$ cat src/rtl/rob_param_pkg.sv
// -----------------------------------------------------------------------------
// rob_param_pkg
// Shared types for the reorder buffer and its neighbours:
//   op_t        - instruction class carried through the ROB to commit
//   rob_state_t - ROB control state (normal operation / one-cycle squash)
// The entry record (op + destination register) is declared inside rob_param
// because its register-index width follows that module's RD_W parameter.
// -----------------------------------------------------------------------------
package rob_param_pkg;

    typedef enum logic [1:0] {
        OP_ALU    = 2'd0,
        OP_LD     = 2'd1,
        OP_ST     = 2'd2,
        OP_BRANCH = 2'd3
    } op_t;

    typedef enum logic [0:0] {
        RUN   = 1'b0,
        FLUSH = 1'b1
    } rob_state_t;

    localparam int ROB_DEPTH_DEF     = 8;
    localparam int ROB_CDB_PORTS_DEF = 2;
    localparam int ROB_RD_W_DEF      = 5;

endpackage

$ cat src/rtl/rob_param_if.sv
// -----------------------------------------------------------------------------
// rob_param_if
// Bundles every reorder-buffer connection except clock and reset.
//   dispatch : disp_valid/disp_ready/disp_op/disp_rd/disp_tag
//   complete : cdb_valid/cdb_tag (CDB_PORTS strobes, packed tags)
//   resolve  : br_valid/br_tag/br_mispredict
//   commit   : commit_valid/commit_ready/commit_op/commit_rd/commit_tag
//   status   : flush/flush_mask/ld_pc/rob_empty/entry_done
// Modports:
//   master - the surrounding core (IQ, RS/CDB, branch unit, commit consumer)
//   slave  - the ROB itself
// -----------------------------------------------------------------------------
interface rob_param_if #(
    parameter int DEPTH     = 8,
    parameter int CDB_PORTS = 2,
    parameter int RD_W      = 5
);
    import rob_param_pkg::*;

    localparam int TAG_W = $clog2(DEPTH);

    logic                         disp_valid;
    logic                         disp_ready;
    op_t                          disp_op;
    logic [RD_W-1:0]              disp_rd;
    logic [TAG_W-1:0]             disp_tag;

    logic [CDB_PORTS-1:0]         cdb_valid;
    logic [CDB_PORTS*TAG_W-1:0]   cdb_tag;

    logic                         br_valid;
    logic [TAG_W-1:0]             br_tag;
    logic                         br_mispredict;

    logic                         commit_valid;
    logic                         commit_ready;
    op_t                          commit_op;
    logic [RD_W-1:0]              commit_rd;
    logic [TAG_W-1:0]             commit_tag;

    logic                         flush;
    logic [DEPTH-1:0]             flush_mask;
    logic                         ld_pc;
    logic                         rob_empty;
    logic [DEPTH-1:0]             entry_done;

    modport master (
        output disp_valid, disp_op, disp_rd,
        output cdb_valid, cdb_tag,
        output br_valid, br_tag, br_mispredict,
        output commit_ready,
        input  disp_ready, disp_tag,
        input  commit_valid, commit_op, commit_rd, commit_tag,
        input  flush, flush_mask, ld_pc, rob_empty, entry_done
    );

    modport slave (
        input  disp_valid, disp_op, disp_rd,
        input  cdb_valid, cdb_tag,
        input  br_valid, br_tag, br_mispredict,
        input  commit_ready,
        output disp_ready, disp_tag,
        output commit_valid, commit_op, commit_rd, commit_tag,
        output flush, flush_mask, ld_pc, rob_empty, entry_done
    );

endinterface

$ cat src/rtl/rob_param_age_mask.sv
// -----------------------------------------------------------------------------
// rob_age_mask
// Combinational age comparator for a circular buffer.
//   head   in  TAG_W  oldest entry index
//   br_tag in  TAG_W  reference entry index
//   mask   out DEPTH  bit x set when entry x is strictly younger than br_tag,
//                     i.e. (x-head) mod DEPTH > (br_tag-head) mod DEPTH
// The mask is not qualified by allocation; callers AND it with their own
// valid vector. Shared with the LSQ for load/store ordering checks.
// -----------------------------------------------------------------------------
module rob_age_mask #(
    parameter int DEPTH = 8,
    parameter int TAG_W = $clog2(DEPTH)
) (
    input  logic [TAG_W-1:0] head,
    input  logic [TAG_W-1:0] br_tag,
    output logic [DEPTH-1:0] mask
);

    logic [TAG_W-1:0] br_age_s;
    logic [TAG_W-1:0] x_age_s;

    // Per-entry age relative to head, compared against the reference age
    always_comb begin
        mask     = '0;
        x_age_s  = '0;
        // Modular subtraction: TAG_W-bit wrap gives the distance from head
        br_age_s = br_tag - head;
        for (int i = 0; i < DEPTH; i++) begin
            x_age_s = TAG_W'(i) - head;
            mask[i] = (x_age_s > br_age_s);
        end
    end

endmodule

$ cat src/rtl/rob_param.sv
// -----------------------------------------------------------------------------
// rob_param
// Parametrised reorder buffer for the Tomasulo core.
//   clk  in  clock
//   rst  in  synchronous reset, active-low
//   bus  rob_param_if.slave:
//     dispatch from the IQ allocates entry[tail] and returns disp_tag=tail;
//     CDB ports mark entries done; the branch unit resolves branches and on a
//     mispredict squashes every younger entry in one cycle (flush_mask tells
//     the regfile which tags to repair, flush/ld_pc pulse for one cycle);
//     commit presents the head entry once it is allocated and done.
// Occupancy is tracked by a TAG_W+1 bit counter so all DEPTH slots are usable.
// -----------------------------------------------------------------------------
module rob_param
    import rob_param_pkg::*;
#(
    parameter int DEPTH     = ROB_DEPTH_DEF,
    parameter int CDB_PORTS = ROB_CDB_PORTS_DEF,
    parameter int RD_W      = ROB_RD_W_DEF
) (
    input  logic          clk,
    input  logic          rst,
    rob_param_if.slave    bus
);

    localparam int TAG_W = $clog2(DEPTH);
    localparam int CW    = TAG_W + 1;

    typedef struct packed {
        op_t             op;
        logic [RD_W-1:0] rd;
    } rob_entry_t;

    rob_entry_t       entries_r [DEPTH];
    logic [DEPTH-1:0] alloc_r;
    logic [DEPTH-1:0] done_r;
    logic [TAG_W-1:0] head_r;
    logic [TAG_W-1:0] tail_r;
    logic [CW-1:0]    count_r;
    rob_state_t       state_r;
    logic [DEPTH-1:0] flush_mask_r;

    logic [DEPTH-1:0] alloc_n_s;
    logic [DEPTH-1:0] done_n_s;
    logic [TAG_W-1:0] head_n_s;
    logic [TAG_W-1:0] tail_n_s;
    logic [CW-1:0]    count_n_s;
    rob_state_t       state_n_s;

    logic             disp_ready_s;
    logic             commit_valid_s;
    logic             commit_fire_s;
    logic             disp_fire_s;
    logic             br_run_s;
    logic             mispredict_s;
    logic [TAG_W-1:0] br_age_s;
    logic [DEPTH-1:0] age_mask_s;
    logic [DEPTH-1:0] squash_s;

    rob_age_mask #(
        .DEPTH (DEPTH),
        .TAG_W (TAG_W)
    ) u_age_mask (
        .head   (head_r),
        .br_tag (bus.br_tag),
        .mask   (age_mask_s)
    );

    // Handshake qualifiers and squash set for the current cycle
    always_comb begin
        disp_ready_s   = (count_r < CW'(DEPTH)) && (state_r == RUN);
        commit_valid_s = alloc_r[head_r] && done_r[head_r] && (state_r == RUN);
        commit_fire_s  = commit_valid_s && bus.commit_ready;
        // Resolves arriving during FLUSH are ignored; unallocated tags are too
        br_run_s       = bus.br_valid && (state_r == RUN) && alloc_r[bus.br_tag];
        mispredict_s   = br_run_s && bus.br_mispredict;
        br_age_s       = bus.br_tag - head_r;
        if (mispredict_s) begin
            squash_s = age_mask_s & alloc_r;
        end else begin
            squash_s = '0;
        end
        // A mispredict wins over dispatch: the new op would be on the wrong path
        disp_fire_s    = bus.disp_valid && disp_ready_s && !mispredict_s;
    end

    // Next values of the alloc/done vectors, pointers and occupancy
    always_comb begin
        alloc_n_s = alloc_r;
        done_n_s  = done_r;

        // Completions: only allocated, non-squashed entries; duplicates just OR
        for (int i = 0; i < CDB_PORTS; i++) begin
            done_n_s[bus.cdb_tag[i*TAG_W +: TAG_W]] =
                done_n_s[bus.cdb_tag[i*TAG_W +: TAG_W]] |
                (bus.cdb_valid[i] &
                 alloc_r[bus.cdb_tag[i*TAG_W +: TAG_W]] &
                 ~squash_s[bus.cdb_tag[i*TAG_W +: TAG_W]]);
        end

        // Any resolved branch (right or wrong) is itself finished and retained
        done_n_s[bus.br_tag] = done_n_s[bus.br_tag] | br_run_s;

        alloc_n_s = alloc_n_s & ~squash_s;
        done_n_s  = done_n_s  & ~squash_s;

        alloc_n_s[head_r] = alloc_n_s[head_r] & ~commit_fire_s;
        done_n_s[head_r]  = done_n_s[head_r]  & ~commit_fire_s;

        // Tail is never allocated, so nothing above touched it this cycle
        alloc_n_s[tail_r] = alloc_n_s[tail_r] | disp_fire_s;
        done_n_s[tail_r]  = done_n_s[tail_r]  & ~disp_fire_s;

        if (commit_fire_s) begin
            head_n_s = head_r + TAG_W'(1);
        end else begin
            head_n_s = head_r;
        end

        if (mispredict_s) begin
            tail_n_s  = bus.br_tag + TAG_W'(1);
            // Survivors are head..branch inclusive, less a same-cycle commit
            count_n_s = CW'(br_age_s) + CW'(1) - (commit_fire_s ? CW'(1) : CW'(0));
        end else if (disp_fire_s) begin
            tail_n_s  = tail_r + TAG_W'(1);
            count_n_s = count_r + CW'(1) - (commit_fire_s ? CW'(1) : CW'(0));
        end else begin
            tail_n_s  = tail_r;
            count_n_s = count_r - (commit_fire_s ? CW'(1) : CW'(0));
        end
    end

    // FSM next state: a squash holds the ROB in FLUSH for exactly one cycle
    always_comb begin
        state_n_s = state_r;
        case (state_r)
            RUN: begin
                if (mispredict_s) begin
                    state_n_s = FLUSH;
                end else begin
                    state_n_s = RUN;
                end
            end
            FLUSH:   state_n_s = RUN;
            default: state_n_s = RUN;
        endcase
    end

    // FSM state register
    always_ff @(posedge clk) begin
        if (!rst) begin
            state_r <= RUN;
        end else begin
            state_r <= state_n_s;
        end
    end

    // Bookkeeping registers and the registered squash mask
    always_ff @(posedge clk) begin
        if (!rst) begin
            alloc_r      <= '0;
            done_r       <= '0;
            head_r       <= '0;
            tail_r       <= '0;
            count_r      <= '0;
            flush_mask_r <= '0;
        end else begin
            alloc_r      <= alloc_n_s;
            done_r       <= done_n_s;
            head_r       <= head_n_s;
            tail_r       <= tail_n_s;
            count_r      <= count_n_s;
            flush_mask_r <= squash_s;
        end
    end

    // Entry payload storage, written on dispatch
    always_ff @(posedge clk) begin
        if (!rst) begin
            for (int i = 0; i < DEPTH; i++) begin
                entries_r[i] <= '0;
            end
        end else if (disp_fire_s) begin
            entries_r[tail_r] <= '{op: bus.disp_op, rd: bus.disp_rd};
        end
    end

    assign bus.disp_ready   = disp_ready_s;
    assign bus.disp_tag     = tail_r;
    assign bus.commit_valid = commit_valid_s;
    assign bus.commit_op    = entries_r[head_r].op;
    assign bus.commit_rd    = entries_r[head_r].rd;
    assign bus.commit_tag   = head_r;
    assign bus.flush        = (state_r == FLUSH);
    assign bus.ld_pc        = (state_r == FLUSH);
    assign bus.flush_mask   = flush_mask_r;
    assign bus.rob_empty    = (count_r == CW'(0));
    assign bus.entry_done   = done_r;

endmodule

$ cat src/flat_wrapper.sv
// flat-port wrapper written by rule: the top's interface ports become plain ports
module rob_param_flat import rob_param_pkg::*;
#(
    parameter int DEPTH     = ROB_DEPTH_DEF,
    parameter int CDB_PORTS = ROB_CDB_PORTS_DEF,
    parameter int RD_W      = ROB_RD_W_DEF
)
  (clk, rst, bus_disp_valid, bus_disp_op, bus_disp_rd, bus_cdb_valid, bus_cdb_tag, bus_br_valid, bus_br_tag, bus_br_mispredict, bus_commit_ready, bus_disp_ready, bus_disp_tag, bus_commit_valid, bus_commit_op, bus_commit_rd, bus_commit_tag, bus_flush, bus_flush_mask, bus_ld_pc, bus_rob_empty, bus_entry_done);
  rob_param_if #(.DEPTH(DEPTH), .CDB_PORTS(CDB_PORTS), .RD_W(RD_W)) bus_i ();
  input  logic clk;
  input  logic rst;
  input wire logic [$bits(bus_i.disp_valid)-1:0] bus_disp_valid;
  input wire logic [$bits(bus_i.disp_op)-1:0] bus_disp_op;
  input wire logic [$bits(bus_i.disp_rd)-1:0] bus_disp_rd;
  input wire logic [$bits(bus_i.cdb_valid)-1:0] bus_cdb_valid;
  input wire logic [$bits(bus_i.cdb_tag)-1:0] bus_cdb_tag;
  input wire logic [$bits(bus_i.br_valid)-1:0] bus_br_valid;
  input wire logic [$bits(bus_i.br_tag)-1:0] bus_br_tag;
  input wire logic [$bits(bus_i.br_mispredict)-1:0] bus_br_mispredict;
  input wire logic [$bits(bus_i.commit_ready)-1:0] bus_commit_ready;
  output wire logic [$bits(bus_i.disp_ready)-1:0] bus_disp_ready;
  output wire logic [$bits(bus_i.disp_tag)-1:0] bus_disp_tag;
  output wire logic [$bits(bus_i.commit_valid)-1:0] bus_commit_valid;
  output wire logic [$bits(bus_i.commit_op)-1:0] bus_commit_op;
  output wire logic [$bits(bus_i.commit_rd)-1:0] bus_commit_rd;
  output wire logic [$bits(bus_i.commit_tag)-1:0] bus_commit_tag;
  output wire logic [$bits(bus_i.flush)-1:0] bus_flush;
  output wire logic [$bits(bus_i.flush_mask)-1:0] bus_flush_mask;
  output wire logic [$bits(bus_i.ld_pc)-1:0] bus_ld_pc;
  output wire logic [$bits(bus_i.rob_empty)-1:0] bus_rob_empty;
  output wire logic [$bits(bus_i.entry_done)-1:0] bus_entry_done;
  assign bus_i.disp_valid = bus_disp_valid;
  assign bus_i.disp_op = bus_disp_op;
  assign bus_i.disp_rd = bus_disp_rd;
  assign bus_i.cdb_valid = bus_cdb_valid;
  assign bus_i.cdb_tag = bus_cdb_tag;
  assign bus_i.br_valid = bus_br_valid;
  assign bus_i.br_tag = bus_br_tag;
  assign bus_i.br_mispredict = bus_br_mispredict;
  assign bus_i.commit_ready = bus_commit_ready;
  assign bus_disp_ready = bus_i.disp_ready;
  assign bus_disp_tag = bus_i.disp_tag;
  assign bus_commit_valid = bus_i.commit_valid;
  assign bus_commit_op = bus_i.commit_op;
  assign bus_commit_rd = bus_i.commit_rd;
  assign bus_commit_tag = bus_i.commit_tag;
  assign bus_flush = bus_i.flush;
  assign bus_flush_mask = bus_i.flush_mask;
  assign bus_ld_pc = bus_i.ld_pc;
  assign bus_rob_empty = bus_i.rob_empty;
  assign bus_entry_done = bus_i.entry_done;
  rob_param #(.DEPTH(DEPTH), .CDB_PORTS(CDB_PORTS), .RD_W(RD_W)) u_core (.clk(clk), .rst(rst), .bus(bus_i));
endmodule
$ cat config.mk
export PLATFORM = sky130hd
export DESIGN_NAME = rob_param_flat
export DESIGN_NICKNAME = d
export VERILOG_FILES = /design/src/rtl/rob_param_pkg.sv /design/src/rtl/rob_param_if.sv /design/src/rtl/rob_param_age_mask.sv /design/src/rtl/rob_param.sv /design/src/flat_wrapper.sv
export SDC_FILE = /design/constraint.sdc
export NUM_CORES = 1
export LEC_CHECK = 0
export CORE_UTILIZATION = 30
export CTS_CLUSTER_SIZE = 24
export DETAILED_ROUTE_END_ITERATION = 10
export SLEW_MARGIN = 30
export SYNTH_ARGS = -nofsm -noshare
export SYNTH_HDL_FRONTEND = slang
export SYNTH_SLANG_ARGS = --single-unit
$ cat constraint.sdc
create_clock -name clk -period 9.7 [get_ports clk]
set_input_delay 0.97 -clock clk [delete_from_list [all_inputs] [get_ports clk]]
set_output_delay 0.97 -clock clk [all_outputs]
set_load 0.1 [all_outputs]
==> reports/results.txt, run 1 <==
Commonest cells in the netlist: nand2_1 (60), edfxtp_1 (56), nor2_1 (48)
Antenna violations before repair: 0
Total gr overflow: 0
Chip Height: 149 um
Distinct cells, synth: 81
Max Cap Viol: 0
Static leakage: 2.80 nW
Vias in the first global route: 5371
Main synth FF type: edfxtp_1
Final #Nets: 770
Clk_skew: 0.0101 ns
Per-cell routed wire length: 20.7 um
Via density: 5.63
Worst-path maximum fanout: 13
Internal Dissipation: 0.854 mW
CTS tree: done
CP top delay family: compound AO/OA/AOI/OAI gates
Number of synthesis warnings: 0
Core ar.: 0.0211 mm^2
Count leader, synth: nand2_1
# rows: 53
Die W: 149 um
Net Sw Frac: 39.3%
GRT Util Overall: 19.2%
Root Driver: clkbuf_16
Area Growth Syn to Fin: 17.7%
CTS clock-pin slew for the worst setup and hold paths: 0.07 ns
VDD IR max: 0.0000872 V
ANT cells: 0
Critical Path Slowest Stage Cell: clkdlybuf4s50_1
HPWL Detailed: 15400 um
CTS Sinks: 94
Max Slew Vio Count: 0
Clk_lat worst skew: 0.34 ns
Hold crit path type: reg -> reg
Syn_nets: 737
Fmax: 153 MHz
Seq/Total Area, Yosys: 37.7%
Postcts setup bufs: 0
Mean Syn Cell Area: 9.41 um^2
Drc violations: 0
Final Cycle Share: 67.5%
CTS resizes: 0
Asr flop ratio synth: 0%
Clk pwr share: 28.1%
Setup TNS: 0 ns
Psw: 0.552 mW
RSZ-0062 raised after global routing: false
CP Launch Type: input port
Tightest Pin Transition: 0.992 ns
Pwr per Cell Area: 185 mW/mm^2
Seq cells post-synth: 94
Register Area: 0.00244 mm^2
Worst path arrival time: 6.81 ns
Synth top area cells: edfxtp_1 (26%), dfxtp_1 (12%), mux4_2 (5.2%), ha_1 (4.6%), and2_1 (4.0%)
Die area: 0.0222 mm^2
# H-tree levels: 3
Top-area cell type share of the netlist area: 26.0%
Setup violations, final: 0
Final ANT Viol Nets: 0
Footprint of the multi-input gates: 0.00375 mm^2
Post-Route Utilization: 36.1%
Via count: 5636
CP Cell Sequence: clkdlybuf4s50_1 > inv_1 > ha_1 > inv_1 > fa_1 > xnor3_1 > clkinv_1 > ha_1 > a21oi_1 > o221ai_1 > o221ai_1 > nor4_1 > a311oi_4 > o221ai_2 > a31oi_1 > a2111o_1 > o22ai_4 > o2111ai_4 > o22ai_1
Share of layout cells above drive strength 1: 9.64%
DP Area: 0.00727 mm^2
Outcome: complete, no violations
DRT Wirelength: 20800 um
IO Port Bufs: 57
I/O pins: 58
Post-synth EDFFs: 56
Crit-path max cell delay: 0.67 ns
Combinational share of power: 35.9%
Design area: 0.00762 mm^2
Cell taking the most area after synthesis: edfxtp_1
Reg power frac: 36.0%
Synthesized area: 0.00647 mm^2
Starting density of the core: 30.7%
Min Tclk post-route: 6.55 ns
DRT iter0 DRCs: 616
Synth Instances: 688
CP Capture Type: flop
Hold buffer count at CTS: 0
Required time of the critical path: 9.97 ns
Slew headroom: 33.7%
TritonCTS buffer count: 9
Gpl congestion: 0.957
FILL cells: 2161
Crit path kind: in -> reg
Clk buf depth: 2
First-pass GRT wire length: 32200 um
Maximum number of pins on one net before global-route repair: 29
DRT Pass-1 Iters: 5
Crit path buffers/inverters: 4
Final Hold Vio Count: 0
-- area by class of cell --
type	instances	share of cell area, %
repair buffers	64	8.18
inverters	33	1.63
flip-flops and latches	94	32.1
well taps	275	4.52
multi-input cells	519	49.2
clock inverters	7	1.45
clock buffers	9	2.96
-- tightest hold or removal path, delay by kind of cell (launching register included) --
family	cells	cell delay (ns)
flip-flops	1	0.33
AO/OA/AOI/OAI	1	0.06
AND/OR/NAND/NOR	1	0.12
adder cells (fa/ha/maj)	1	0.13
-- cell families after synthesis --
logic type,count (synthesis),synth area share (%)
XOR/XNOR,20,2.92
AND/OR/NAND/NOR,272,21.8
flip-flops,94,37.7
adder cells (fa/ha/maj),25,4.95
multiplexers,35,8.97
buffers and inverters,75,4.62
AO/OA/AOI/OAI,167,19.0
-- path summary, 6_finish.rpt --
kind / from / end / slack (ns) / cells after the start
worst min-delay path: u_core.count_r[1] / u_core.count_r[1] / 0.68 / 3
worst max-delay path: bus_br_tag[0] / u_core.bus.entry_done[3] / 3.15 / 19
worst max register to register: u_core.bus.commit_tag[1] / u_core.bus.entry_done[3] / 3.74 / 16
worst min register to register: u_core.count_r[1] / u_core.count_r[1] / 0.68 / 3
-- metrics by stage --
step	total power, mW	hold WS, ns	instances	setup slack [ns]
2_1_floorplan	0.874	0.496	688	4.16
3_3_place_gp	1.02	0.681	985	2.94
3_5_place_dp	1.01	0.669	985	2.92
4_1_cts	1.41	0.689	1001	3.25
5_1_grt	1.47	0.720	1001	2.75
6_report	1.41	0.681	1001	3.15
-- registers in the layout, summed over array words and instances, names as in the netlist, named ones only --
register / cells
u_core.entries_r: 56
u_core.bus.flush: 1
u_core.count_r: 4
u_core.alloc_r: 8
u_core.bus.flush_mask: 8
u_core.bus.commit_tag: 3
u_core.bus.entry_done: 8
u_core.bus.disp_tag: 3
-- power groups by stage --
| stage | registers, mW | clock network (mW) | logic, mW |
|---|---|---|---|
| after floorplan | 0.538 | 0 | 0.335 |
| after global placement | 0.514 | 0 | 0.501 |
| after detailed placement | 0.514 | 0 | 0.500 |
| after CTS | 0.505 | 0.405 | 0.503 |
| after global routing | 0.511 | 0.417 | 0.539 |
| final | 0.507 | 0.395 | 0.505 |
-- routing by layer --
layer	part of all wire, %	global-route usage, %	vias to the layer above
li1	-	-	2642
met2	47	31.4	278
met5	0	0	-
met3	8.0	3.79	32
met4	2.1	5.31	0
met1	43	25.7	2684
-- layout by cell type, fill, tap and decap left out, types with 4 or more instances in the layout --
master and instances:
dfxtp_1 37, nor3b_1 5, clkbuf_16 9, or2_2 5
nor3_1 18, o21ai_0 36, a211oi_1 10, nor2b_1 5
inv_1 31, o21a_1 7, o211ai_1 13, a31oi_1 6
nand2b_1 11, mux4_2 15, ha_1 24, edfxtp_1 56
and2_1 41, mux2_2 8, buf_4 7, nand3_1 26
a21oi_1 25, clkdlybuf4s50_1 57, xnor2_1 10, a31o_2 4
nand2_1 60, or3_1 4, o21ai_1 6, and3_1 27
o22ai_1 7, o311a_1 4, xor2_1 9, o31ai_1 4
mux2i_1 10, nor2_1 47
(Power assumes the default switching activity.)
==> inputs of run 2 (changes only) <==
==> constraint.sdc (replaced) <==
create_clock -name clk -period 5.8 [get_ports clk]
set_input_delay 0.58 -clock clk [delete_from_list [all_inputs] [get_ports clk]]
set_output_delay 0.58 -clock clk [all_outputs]
set_load 0.1 [all_outputs]
==> reports/results.txt, run 2 (synthesized netlist as in run 1, its figures left out) <==
Outcome: complete, no violations
CTS tree: done
Commonest non-fill, non-tap cell in the layout: nand2_1
CTS clock-pin slew for the worst setup and hold paths: 0.07 ns
Most frequent cells in the layout: nand2_1 (60), clkdlybuf4s50_1 (57), edfxtp_1 (56), nor2_1 (48), and2_1 (41)
Gpl congestion: 0.995
Setup violations, final: 0
Max Slew Vio Count: 0
# rows: 53
Root Driver: clkbuf_16
FILL cells: 2160
Final Hold Vio Count: 0
Busiest layer in global routing: met2
DRT Wirelength: 21500 um
Crit path buffers/inverters: 4
Fmax: 190 MHz
IO Port Bufs: 57
Crit path kind: in -> reg
Pwr per Cell Area: 300 mW/mm^2
DRT Pass-1 Iters: 7
Design area: 0.00772 mm^2
DRT iter0 DRCs: 592
# H-tree levels: 3
Top reg by flops: u_core.entries_r
Clk_lat worst skew: 0.35 ns
First-pass GRT wire length: 33300 um
Worst-path maximum fanout: 9
M2 GR Usage: 32.0%
Worst path arrival time: 5.54 ns
Hold buffer count at CTS: 0
Final Cycle Share: 90.7%
Crit-path max cell delay: 0.54 ns
Worst Hold Slack: 0.693 ns
Final #Nets: 790
Static leakage: 2.89 nW
Share of layout cells above drive strength 1: 11.8%
Total gr overflow: 0
DP Area: 0.00742 mm^2
Setup TNS: 0 ns
Die W: 149 um
Critical Path Slowest Stage Cell: o21ai_0
Drc violations: 0
Chip Height: 149 um
I/O pins: 58
Antenna violations before repair: 0
Largest register FFs: 56
Clk buf depth: 2
Footprint of the multi-input gates: 0.00374 mm^2
CTS resizes: 0
Register Area: 0.00244 mm^2
Vias in the first global route: 5715
Tightest Pin Transition: 0.998 ns
Met1 usage: 26.3%
Min Tclk post-route: 5.26 ns
CTS Sinks: 94
Per-cell routed wire length: 21.1 um
CP Launch Type: input port
Die area: 0.0222 mm^2
VDD IR max: 0.000154 V
Starting density of the core: 30.7%
Max Cap Viol: 0
Via count: 5794
CP Capture Type: flop
CP top delay family: compound AO/OA/AOI/OAI gates
Hold crit path type: reg -> reg
CP Cell Sequence: clkdlybuf4s50_1 > inv_1 > ha_1 > inv_1 > fa_1 > inv_1 > ha_1 > nand2b_1 > a221oi_1 > o21ai_0 > o22ai_1 > o21ai_0 > a311oi_4 > o221ai_2 > a31oi_1 > a2111o_1 > o22ai_4 > o2111ai_4 > o22ai_1
Clk_skew: 0.00708 ns
HPWL Detailed: 15600 um
Core ar.: 0.0211 mm^2
Required time of the critical path: 6.08 ns
Maximum number of pins on one net before global-route repair: 29
RSZ-0062 raised after global routing: false
ANT cells: 0
GRT Util Overall: 19.9%
Postcts setup bufs: 0
Final ANT Viol Nets: 0
CP dominant cell by count: inv_1
Met3 Use GR: 3.79%
Slew headroom: 33.3%
Via density: 5.67
TritonCTS buffer count: 9
Area Growth Syn to Fin: 19.3%
## run 2: worst reg2reg max path, cell delays in order, from the launching register on
cell and delay (ns):
dfxtp_1 0.31, inv_1 0.38, fa_1 0.52, inv_1 0.15, ha_1 0.27, nand2b_1 0.10
a221oi_1 0.07, o21ai_0 0.54, o22ai_1 0.26, o21ai_0 0.43, a311oi_4 0.17, o221ai_2 0.38
a31oi_1 0.23, a2111o_1 0.49, o22ai_4 0.25, o2111ai_4 0.19, o22ai_1 0.17
## run 2: report_power, final
| group | internal [mW] | switching, mW |
|---|---|---|
| sequential | 0.769 | 0.0797 |
| clock | 0.305 | 0.298 |
| combinational | 0.285 | 0.579 |
| total | 1.36 | 0.957 |
## run 2: metrics by stage
stage          std cells  utilization (%)  total power [mW]  worst slack, ns
6_report            1021             36.6              2.32            0.541
5_1_grt             1021             36.6              2.41            0.227
4_1_cts             1021             36.6              2.31            0.653
3_5_place_dp        1005             35.2              1.71            0.305
3_3_place_gp        1005             35.2              1.71            0.403
2_1_floorplan        688                -              1.46            0.264
## run 2: final cells by class
type / count / share of cell area, %
Clock buffer: 9 / 2.92
Clock inverter: 7 / 0.940
Inverter: 33 / 1.60
Multi-Input combinational cell: 519 / 48.4
Sequential cell: 94 / 31.6
Tap cell: 275 / 4.46
Timing Repair Buffer: 84 / 10.0
## run 2: worst paths after layout
path / startpoint / end / slack [ns] / cells after the start
min reg2reg: u_core.count_r[0] / u_core.count_r[0] / 0.69 / 4
max: bus_br_tag[0] / u_core.bus.entry_done[3] / 0.54 / 19
min: u_core.count_r[0] / u_core.count_r[0] / 0.69 / 4
max reg2reg: u_core.bus.commit_tag[1] / u_core.bus.entry_done[3] / 0.80 / 16
## run 2: metal layers
| metal | vias up | share of wire [%] |
|---|---|---|
| met3 | 50 | 7.4 |
| met2 | 250 | 46 |
| met4 | 0 | 3.1 |
| met5 | - | 0 |
| li1 | 2679 | - |
| met1 | 2815 | 43 |
